<file path="src/rtl/arb_32b_8b.sv">
// ---------------------------------------------------------------------------
// arb_32b_8b
//
// Two-requester round-robin scheduler feeding a 32-bit to 8-bit serializer.
// Each requester offers 32-bit words over a valid/ready handshake. The
// arbiter grants the shared byte lane to one requester at a time and sends
// the granted word as four consecutive bytes, MSB first, all on clk_4f.
// A word-start marker (sof_out) and a source tag (src_out) go with every
// byte, so the downstream lane and receiver can frame and demultiplex the
// stream.
//
// Ports
//   clk_4f      in   1   byte-rate clock; all state changes on its rising edge
//   reset_L     in   1   asynchronous, active-low reset
//   data_in_0   in  32   word from requester 0
//   valid_in_0  in   1   requester 0 has a word on data_in_0
//   ready_0     out  1   word on data_in_0 is accepted this cycle (combinational)
//   data_in_1   in  32   word from requester 1
//   valid_in_1  in   1   requester 1 has a word on data_in_1
//   ready_1     out  1   word on data_in_1 is accepted this cycle (combinational)
//   data_out    out  8   serialized byte; IDLE_BYTE whenever valid_out is 0
//   valid_out   out  1   data_out carries a payload byte
//   sof_out     out  1   high with the first (MSB) byte of each word
//   src_out     out  1   index of the requester whose word is being sent
// ---------------------------------------------------------------------------
module arb_32b_8b #(
  parameter logic [7:0] IDLE_BYTE = 8'h00
) (
  input  logic        clk_4f,
  input  logic        reset_L,
  input  logic [31:0] data_in_0,
  input  logic        valid_in_0,
  output logic        ready_0,
  input  logic [31:0] data_in_1,
  input  logic        valid_in_1,
  output logic        ready_1,
  output logic [7:0]  data_out,
  output logic        valid_out,
  output logic        sof_out,
  output logic        src_out
);

  typedef enum logic {
    S_IDLE = 1'b0,
    S_SEND = 1'b1
  } state_t;

  // Registered state
  state_t      r_state;
  logic [1:0]  r_byte_cnt;
  logic        r_prio;
  logic [23:0] r_shift;
  logic [7:0]  r_data_out;
  logic        r_valid_out;
  logic        r_sof_out;
  logic        r_src_out;

  // Next-state values
  state_t      w_state_nxt;
  logic [1:0]  w_byte_cnt_nxt;
  logic        w_prio_nxt;
  logic [23:0] w_shift_nxt;
  logic [7:0]  w_data_out_nxt;
  logic        w_valid_out_nxt;
  logic        w_sof_out_nxt;
  logic        w_src_out_nxt;

  // Arbitration
  logic        w_open;
  logic        w_gnt_0;
  logic        w_gnt_1;
  logic        w_xfer;
  logic [31:0] w_word;

  // A cycle is open when the lane is idle, or when the byte currently on
  // data_out is the last one of its word. Only an open cycle may accept a
  // word, which lets a new word follow the previous one with no gap.
  assign w_open = (r_state == S_IDLE) || (r_byte_cnt == 2'd3);

  // Grant: a lone requester wins outright; on a tie the priority pointer
  // decides. The grant depends only on state, prio and the two valids, never
  // on the data. Both readies are forced low while reset is asserted.
  always_comb begin
    w_gnt_0 = reset_L && w_open && valid_in_0 && (!valid_in_1 || !r_prio);
    w_gnt_1 = reset_L && w_open && valid_in_1 && (!valid_in_0 ||  r_prio);
    w_xfer  = w_gnt_0 || w_gnt_1;
    w_word  = w_gnt_1 ? data_in_1 : data_in_0;
  end

  assign ready_0 = w_gnt_0;
  assign ready_1 = w_gnt_1;

  // Next-state and next-output logic. Everything holds by default. A
  // transfer always wins: it loads a fresh word and puts its MSB on the lane
  // at the same edge as the handshake, even when the previous word is just
  // finishing. r_shift keeps only the three bytes still to be sent, because
  // the MSB goes straight to data_out when the word is accepted.
  always_comb begin
    w_state_nxt     = r_state;
    w_byte_cnt_nxt  = r_byte_cnt;
    w_prio_nxt      = r_prio;
    w_shift_nxt     = r_shift;
    w_data_out_nxt  = r_data_out;
    w_valid_out_nxt = r_valid_out;
    w_sof_out_nxt   = r_sof_out;
    w_src_out_nxt   = r_src_out;

    if (w_xfer) begin
      w_state_nxt     = S_SEND;
      w_byte_cnt_nxt  = 2'd0;
      w_shift_nxt     = w_word[23:0];
      w_data_out_nxt  = w_word[31:24];
      w_valid_out_nxt = 1'b1;
      w_sof_out_nxt   = 1'b1;
      w_src_out_nxt   = w_gnt_1;
      // The requester just served loses the next tie.
      w_prio_nxt      = !w_gnt_1;
    end else if (r_state == S_SEND) begin
      if (r_byte_cnt != 2'd3) begin
        w_data_out_nxt = r_shift[23:16];
        w_shift_nxt    = {r_shift[15:0], 8'h00};
        w_sof_out_nxt  = 1'b0;
        w_byte_cnt_nxt = r_byte_cnt + 2'd1;
      end else begin
        // Word finished with nobody waiting: drop to idle. src_out keeps
        // the last source so the tag does not toggle on idle bytes.
        w_state_nxt     = S_IDLE;
        w_byte_cnt_nxt  = 2'd0;
        w_shift_nxt     = 24'h000000;
        w_data_out_nxt  = IDLE_BYTE;
        w_valid_out_nxt = 1'b0;
        w_sof_out_nxt   = 1'b0;
      end
    end
  end

  // State register. Reset discards any word in flight, so no partial word
  // resumes after reset is released.
  always_ff @(posedge clk_4f or negedge reset_L) begin
    if (!reset_L) begin
      r_state     <= S_IDLE;
      r_byte_cnt  <= 2'd0;
      r_prio      <= 1'b0;
      r_shift     <= 24'h000000;
      r_data_out  <= IDLE_BYTE;
      r_valid_out <= 1'b0;
      r_sof_out   <= 1'b0;
      r_src_out   <= 1'b0;
    end else begin
      r_state     <= w_state_nxt;
      r_byte_cnt  <= w_byte_cnt_nxt;
      r_prio      <= w_prio_nxt;
      r_shift     <= w_shift_nxt;
      r_data_out  <= w_data_out_nxt;
      r_valid_out <= w_valid_out_nxt;
      r_sof_out   <= w_sof_out_nxt;
      r_src_out   <= w_src_out_nxt;
    end
  end

  assign data_out  = r_data_out;
  assign valid_out = r_valid_out;
  assign sof_out   = r_sof_out;
  assign src_out   = r_src_out;

endmodule

</file>
<file path="config.mk">
export PLATFORM = sky130hd
export DESIGN_NAME = arb_32b_8b
export DESIGN_NICKNAME = d
export VERILOG_FILES = /design/src/rtl/arb_32b_8b.sv
export SDC_FILE = /design/constraint.sdc
export NUM_CORES = 1
export LEC_CHECK = 0
export BUFFER_PORTS_ARGS = -buffer_cell sky130_fd_sc_hd__buf_2
export CORE_MARGIN = 2
export CORE_UTILIZATION = 45
export DETAILED_ROUTE_END_ITERATION = 8
export HOLD_SLACK_MARGIN = 0.02
export PLACE_DENSITY = 0.82
export SYNTH_ARGS = -nofsm -noshare
export SYNTH_HDL_FRONTEND = slang
export SYNTH_SLANG_ARGS = --single-unit
</file>
<file path="constraint.sdc">
create_clock -name clk_4f -period 2.5 [get_ports clk_4f]
set_clock_uncertainty 0.1 [all_clocks]
set_input_delay 0.125 -clock clk_4f [delete_from_list [all_inputs] [get_ports clk_4f]]
set_output_delay 0.125 -clock clk_4f [all_outputs]
set_load 0.005 [all_outputs]
</file>
# --- Word-level counts from Yosys, hierarchy flattened ---
# Cells that the tools add are included.
word_totals:
  reg_bits: 39
  out_inout_bits: 13
  word_cells: 46
op_classes:
  n_addsub: 1
  eq_ne: 3
  n_mux: 18
  bitwise: 1
  reduce_logical: 15
op_table:
  columns: ["operator", "count"]
  rows:
  - ["two-way mux 24 bit", 3]
  - ["two-way mux 32 bit", 1]
  - ["two-way mux 8 bit", 3]
  - ["two-way mux 1 bit", 8]
  - ["two-way mux 2 bit", 3]
  - ["logical AND 1 bit", 5]
  - ["logical NOT 1 bit", 4]
  - ["logical OR 1 bit", 4]
  - ["inequality test 2 bit, second input constant", 2]
  - ["adder 2 x 1 -> 2 bit, second input constant", 1]
  - ["== test 2 bit, second input constant", 1]
  - ["AND reduction 2 bit", 1]
  - ["nonzero test 2 bit", 1]
  - ["inverter 1 bit", 1]

# --- Longest topological paths before layout ---
# Gate-level depths: netlist (run 1).
depth:
  ltp_word: 8
  depth_mapped: 7
  depth_no_buf: 6

# --- Least setup slack after synthesis (run 1) ---
# OpenSTA, ideal clock, no wires.
synth_path:
  kind: "flip-flop to flip-flop"
  from: "register r_byte_cnt[0]"
  to: "register r_shift[0]"
  setup_time_ns: 0.126
  arrival_ns: 1.433
  required_ns: 2.274
  path_slack_ns: 0.841
  stages_incl_launch_ff: 8
  synth_period_minus_slack_ns: 1.659
  cell_sequence: "dfrtp_1 ha_1 nand2b_4 nand3_4 inv_4 buf_6 a221oi_1 nor2_1"
synth_via:
  elab_chain_len: 7
  word_cells_on_any_way: 11
synth_lines:
  columns: ["element", "line_no", "rtl"]
  rows:
  - ["start: declaration", "50", "logic [1:0] r_byte_cnt;"]
  - ["start signal: assignment", "151", "r_byte_cnt <= w_byte_cnt_nxt;"]
  - ["== test 2 bit *", "78", "assign w_open = (r_state == S_IDLE) || (r_byte_cnt == 2'd3);"]
  - ["logical OR 1 bit *", "78", null]
  - ["logical AND 1 bit * (3 in series)", "84", "w_gnt_0 = reset_L && w_open && valid_in_0 && (!valid_in_1 || !r_prio);"]
  - ["named net ready_0", "33", "output logic ready_0,"]
  - ["logical OR 1 bit *", "86", "w_xfer = w_gnt_0 || w_gnt_1;"]
  - ["two-way mux 24 bit / nonzero test 2 bit (equally long branches)", null, null]
  - ["end signal: assignment", "153", "r_shift <= w_shift_nxt;"]
  - ["end: declaration", "52", "logic [23:0] r_shift;"]
# Mark *: on every way through the listed nets, which the timed path passes. The rest lies on a longest branch.
# A chain may end at the register's enable or synchronous reset.

# --- Worst setup path in the final report (run 1) ---
layout_path:
  from: "register r_byte_cnt[0]"
  to: "register r_shift[5]"
layout_via:
  elab_chain_len: 7
  word_cells_on_any_way: 11
layout_lines:
  columns: ["element", "line_no"]
  rows:
  - ["== test 2 bit *", "78"]
  - ["logical OR 1 bit *", "78"]
  - ["logical AND 1 bit *", "84, 85"]
  - ["logical AND 1 bit (on tied branches) (2 in series)", "85, 84"]
  - ["two-way mux 32 bit / logical OR 1 bit (equally long branches)", "87, 86"]
  - ["two-way mux 24 bit / nonzero test 2 bit (equally long branches)", null]
# Every way passes the cells marked *; elsewhere a longest branch is shown, timed or not.

==> summary.md, run 1 <==
| Metric | Value |
|---|---|
| FF+latch count, synth | 39 |
| Clk_lat worst skew | 0.29 ns |
| Root Driver | clkbuf_8 |
| Max Freq | 0.423 GHz |
| Final Non-Filler Cells | 394 |
| Yosys top cell area share | 47.4% |
| Syn. warnings | 0 |
| Post-synth cell types | 26 |
| Final hold viol count | 0 |
| N_diodes | 0 |
| Outcome | finished, final reports clean |
| Pwr Density | 938 mW/mm2 |
| VDD IR-drop max | 0.423 mV |
| Grt ovf | 0 |
| Post-route DRC | 0 |
| Setup ws final | 0.139 ns |
| RSZ-0062 raised after global routing | false |
| Core box area | 0.00438 mm2 |
| Multi-input gate area | 973 um2 |
| R2R cell count | 7 |
| Hold Crit Class | input pin to flip-flop |
| Chip height | 71.6 um |
| Req. time, crit path | 2.57 ns |
| TritonCTS clock tree | done |
| Antenna-violating nets left | 0 |
| I/O pin count | 81 |
| Worst-path clk slew | 0.08 ns |
| Sequential area share after synthesis | 47.4% |
| Initial antenna violation count | 0 |
| Num CTS Buffers | 5 |
| Worst slack at placement | 0.595 ns |
| TNS Setup | 0 ns |
| Gr usage total | 24.1% |
| Share of layout cells above drive strength 1 | 28.9% |
| Cells after Synth | 225 |
| Vias per cell | 5.58 |
| Cell Rows | 24 |
| CP arrival | 2.43 ns |
| Die area | 0.00513 mm2 |
| H-tree Lvls | 2 |
| Slew headroom | 61.9% |
| Final HPWL DP | 3.66 mm |
| Avg Cell Area, Syn | 9.14 um2 |
| IO buf count | 80 |
| Clock sinks | 39 |
| Vias in the first global route | 2113 |
| Synthesized area | 0.00206 mm2 |
| Clock Tree Buf Depth | 2 |
| Tcrit/Tclk final | 94.5% |
| Crit path launch type | flip-flop |
| Crit path max fanout | 33 |
| Final setup vio count | 0 |
| First drt pass iteration count | 4 |
| Number of synthesized flops with an enable pin | 0 |
| Hold Path Cell Cnt | 3 |
| Syn Nets | 294 |
| Top cells by area, synth | dfrtp_1 (47%), a211oi_1 (7.7%), nor3b_1 (7.7%), o21ai_0 (6.6%), nand2_1 (6.0%) |
| 1st-iter DRT viols | 213 |
| FILL cells | 331 |
| Initial core utilization | 46.9% |
| Max Slew Vio Count | 0 |
| NumNets Final | 410 |
| Leakage power | 1.40 nW |
| Inst Count DP | 345 |
| CP Class | flip-flop to flip-flop |
| Routed wire length | 6.25 mm |
| First-pass GRT wire length | 9.69 mm |
| Leading area contributor after synthesis | dfrtp_1 |
| Die Span X | 71.6 um |
| DR vias | 2200 |
| Max-Cap Viols | 0 |
| Largest net degree at the start of global routing | 34 |
| Area Growth Syn to Fin | 44.3% |
| Worst setup EP type | flip-flop |
| Flip-flop and latch area | 976 um2 |
| Post-synth ARST share | 100% |
| Gpl congestion | 0.832 |
| Final Critical Period | 2.36 ns |
| Routed wire per std cell | 15.9 um |
| Top FF cell, synth | dfrtp_1 |
| Measured slew at the worst slew-check pin | 0.572 ns |
-- placed cells by master (no fill, tap or decap), drive strengths merged --
master       instances
a211oi              21
a21boi               1
a21o                 1
a21oi                2
a221oi              10
a22oi                1
buf                 86
clkbuf               7
clkinv               1
dfrtp               39
dlygate4sd3         40
ha                   1
inv                  5
mux2i                1
nand2               33
nand2b               1
nand3                3
nor2                18
nor3b               21
o2111ai              1
o211ai               1
o21ai               48
-- synth_stat cells (all sizes together) (2+ instances only) --
cell and instances:
nor2 18, nand2 33, dfrtp 39, buf 9, a221oi 10, nand3 2
o21ai 48, a21oi 2, nor3b 21, a211oi 21, inv 5, clkbuf 9
-- worst max-delay path, cell delays in order, from the launching register on --
cell	delay [ns]
dfrtp_1	0.41
ha_1	0.22
nand2b_4	0.19
nand3_4	0.19
inv_6	0.14
a221oi_1	0.33
nor2_1	0.08
dlygate4sd3_1	0.56
-- per-stage QoR --
| stage | instance area [um2] | power (W) | util [%] | hold slack (ns) |
|---|---|---|---|---|
| finish | 2970 | 0.00278 | 67.7 | 0.0245 |
| global route | 2970 | 0.00298 | 67.7 | 0.0378 |
| detailed placement | 2470 | 0.00224 | 56.3 | -0.0294 |
| floorplan | 2060 | 0.00188 | - | -0.271 |
| global placement | 2470 | 0.00219 | 56.3 | -0.0397 |
| CTS | 2950 | 0.00275 | 67.3 | 0.0207 |
-- cell type report --
type	instances	area share [%]
inverter	5	0.885
tap	52	2.19
clock buffer	7	2.57
multi-input combinational	164	32.8
timing repair buffer	126	28.5
clock inverter	1	0.169
sequential	39	32.9
-- layer usage --
metal / vias up / track usage, % / wire length, um
met2: 99 / 40.7 / 3130
li1: 1051 / - / -
met5: - / 0 / 0
met1: 1034 / 31.2 / 2530
met4: 0 / 7.76 / 132
met3: 16 / 4.92 / 452
-- logic make-up (layout without fill, tap and decap cells) --
kind of cell / count (synthesis) / after routing / synth area share, %
AOI/OAI and AO/OA: 86 / 86 / 26.8
and+or+nand+nor: 75 / 76 / 18.7
DFF: 39 / 39 / 47.4
buffers and inverters: 23 / 139 / 5.90
adders and majority gates: 1 / 1 / 0.608
muxes: 1 / 1 / 0.487
-- path summary, 6_finish.rpt --
| path | startpoint | to | slack (ns) |
|---|---|---|---|
| min | data_in_0[27] | data_out[3] | 0.02 |
| max in group asynchronous | reset_L | data_out[4] | 1.36 |
| min reg2reg | valid_out | valid_out | 0.38 |
| max | r_byte_cnt[0] | r_shift[5] | 0.14 |
| max reg2reg | r_byte_cnt[0] | r_shift[5] | 0.14 |
| min in group asynchronous | reset_L | r_state | 0.21 |
-- flip-flops by register name (all words and copies together) (netlist names) --
name,count
r_prio,1
src_out,1
data_out,8
valid_out,1
r_shift,24
r_byte_cnt,2
r_state,1
sof_out,1
-- power breakdown --
| group | switching [W] | internal, W | total (W) |
|---|---|---|---|
| Clock | 0.000218 | 0.000196 | 0.000414 |
| Sequential | 0.000172 | 0.000906 | 0.00108 |
| Combinational | 0.000688 | 0.000604 | 0.00129 |
| Total | 0.00108 | 0.00171 | 0.00278 |
-- repair_timing --
action                                  in CTS  in global routing
resized for setup                            0                  4
buffers inserted                             0                  0
hold buffers                                40                  0
endpoints found under the setup margin       0                  7
hold endpoints to repair                    42                  0
No activity file was read; power rests on OpenSTA's default activity.
==> run 2: changes to the inputs <==
Settings changed: BUFFER_PORTS_ARGS -buffer_cell sky130_fd_sc_hd__buf_2 to -buffer_cell sky130_fd_sc_hd__clkbuf_2.
==> run 2 against run 1 <==
Effect of this change:
- clock-buffer cell count fell by 1
- die area stayed put
- worst hold slack got worse by 0.0024 ns
- clock power grew 8.0%
- register-to-register slack got worse by 0.06 ns
- routed wire length rose by 0.88%
- critical path depth did not move
- sequential power hardly changed
- global-route usage up 0.87 points
- sequential cell count is the same
- combinational power up 10%
- non-clock buffer count up 8
==> summary.md, run 2 (synthesis results as in run 1) <==
| Metric | Value |
|---|---|
| Final Critical Period | 2.42 ns |
| Cell Rows | 24 |
| Crit-path slowest cell | dlygate4sd3_1 |
| Clock Tree Buf Depth | 2 |
| DR vias | 2259 |
| CP Class | flip-flop to flip-flop |
| NumNets Final | 418 |
| Vias per cell | 5.63 |
| Core box area | 0.00438 mm2 |
| Dpl cell area | 0.00247 mm2 |
| Slew headroom | 57.2% |
| Multi-input gate area | 980 um2 |
| Area Growth Syn to Fin | 48.7% |
| TritonCTS clock tree | done |
| Post-CTS Setup Bufs | 0 |
| Largest net degree at the start of global routing | 39 |
| Max-Cap Viols | 0 |
| Share of layout cells above drive strength 1 | 28.9% |
| Crit path max fanout | 33 |
| Post-route DRC | 0 |
| N_diodes | 0 |
| Final setup vio count | 0 |
| Tcrit/Tclk final | 96.7% |
| Worst-path clk slew | 0.07 ns |
| Max Slew Vio Count | 0 |
| IO buf count | 80 |
| Num CTS Buffers | 5 |
| Worst setup EP type | flip-flop |
| Max Freq | 0.414 GHz |
| Gate power share | 47.9% |
| Routed wire per std cell | 15.7 um |
| Die area | 0.00513 mm2 |
| Hold Crit Class | input pin to flip-flop |
| Outcome | finished, final reports clean |
| Die Span X | 71.6 um |
| Critical Path Max Stage Delay | 0.57 ns |
| Pwr Density | 965 mW/mm2 |
| FILL cells | 342 |
| Fin area | 0.00306 mm2 |
| VDD IR-drop max | 0.421 mV |
| Internal power | 0.00183 W |
| Net Switching | 0.00112 W |
| Routed wire length | 6.30 mm |
| RSZ-0062 raised after global routing | true |
| Vias in the first global route | 2164 |
| Leakage power | 1.47 nW |
| Root Driver | clkbuf_8 |
| Measured slew at the worst slew-check pin | 0.641 ns |
| Gpl congestion | 0.808 |
| Grt ovf | 0 |
| Switching Share | 38.0% |
| First drt pass iteration count | 4 |
| Crit path launch type | flip-flop |
| I/O pin count | 81 |
| Top reg by flops | r_shift |
| Gr usage total | 25.0% |
| Initial antenna violation count | 0 |
| Critical path, cell by cell | ha_1 -> nand2b_4 -> nand3_4 -> inv_4 -> a221oi_1 -> nor2_1 -> dlygate4sd3_1 |
| H-tree Lvls | 2 |
| First-pass GRT wire length | 10.1 mm |
| Most frequent cells in the layout | clkbuf_2 (80), dlygate4sd3_1 (48), dfrtp_1 (39) |
| Number of flip-flops in the largest register | 24 |
| Flip-flop and latch area | 976 um2 |
| Final HPWL DP | 3.65 mm |
| Clk_lat worst skew | 0.30 ns |
| Chip height | 71.6 um |
| 1st-iter DRT viols | 243 |
| Antenna-violating nets left | 0 |
| Req. time, crit path | 2.58 ns |
| Seq pwr share | 36.9% |
| Most common cell after layout, fill and taps aside | clkbuf_2 |
| Final hold viol count | 0 |
| TNS Setup | 0 ns |
| Clock share of power | 15.1% |
| CP arrival | 2.49 ns |
| Initial core utilization | 46.9% |
| Clock sinks | 39 |
## run 2: repair_timing
action	CTS	global route
endpoints found under the hold margin	71	0
setup endpoints to repair	0	14
resized for setup	0	4
hold buffers	48	0
## run 2: power groups by stage
stage	clock (W)	sequential [W]	combinational [W]
CTS	0.000445	0.00108	0.00137
floorplan	0	0.00104	0.000841
detailed placement	0	0.00109	0.00115
global route	0.000467	0.00112	0.00158
global placement	0	0.00108	0.00112
finish	0.000447	0.00109	0.00142
## run 2: worst paths after layout
path / from / slack [ns] / to / depth (start not counted)
max in group asynchronous: reset_L / 1.42 / r_shift[3] / 3
min in group asynchronous: reset_L / 0.13 / r_shift[13] / 2
worst max register to register: r_byte_cnt[0] / 0.08 / r_shift[0] / 7
worst min register to register: valid_out / 0.39 / valid_out / 2
worst max-delay path: r_byte_cnt[0] / 0.08 / r_shift[0] / 7
worst min-delay path: data_in_0[15] / 0.02 / r_shift[15] / 3
## run 2: cell type report
class,count,area share [%]
multi-input cells,164,32.0
flip-flops and latches,39,31.9
repair buffers,134,30.3
clock buffers,6,2.70
well taps,52,2.13
inverters,5,0.777
clock inverters,1,0.164
## run 2: metrics by stage
| stage | power, W | cells | hold WS, ns | setup slack, ns | utilization (%) |
|---|---|---|---|---|---|
| detailed placement | 0.00224 | 345 | -0.121 | 0.637 | 56.3 |
| global route | 0.00317 | 401 | 0.0298 | -0.0481 | 69.7 |
| floorplan | 0.00188 | 225 | -0.271 | 0.841 | - |
| CTS | 0.00289 | 400 | 0.0213 | 0.0770 | 69.2 |
| global placement | 0.00220 | 345 | -0.121 | 0.658 | 56.3 |
| finish | 0.00295 | 401 | 0.0220 | 0.0817 | 69.7 |
## run 2: layer usage
| metal | track usage (%) | up-vias | share of wire (%) |
|---|---|---|---|
| met3 | 6.33 | 18 | 8.7 |
| li1 | - | 1068 | - |
| met2 | 41.4 | 110 | 49 |
| met1 | 31.8 | 1063 | 40 |
| met4 | 9.01 | 0 | 2.3 |
| met5 | 0 | - | 0 |
## run 2: critical path: cells and delay by family, from the launching register on
| family | cells | cell delay [ns] |
|---|---|---|
| buffers and inverters | 2 | 0.75 |
| AND/OR/NAND/NOR | 3 | 0.48 |
| AO/OA/AOI/OAI | 1 | 0.34 |
| adder cells (fa/ha/maj) | 1 | 0.23 |
| flip-flops | 1 | 0.40 |
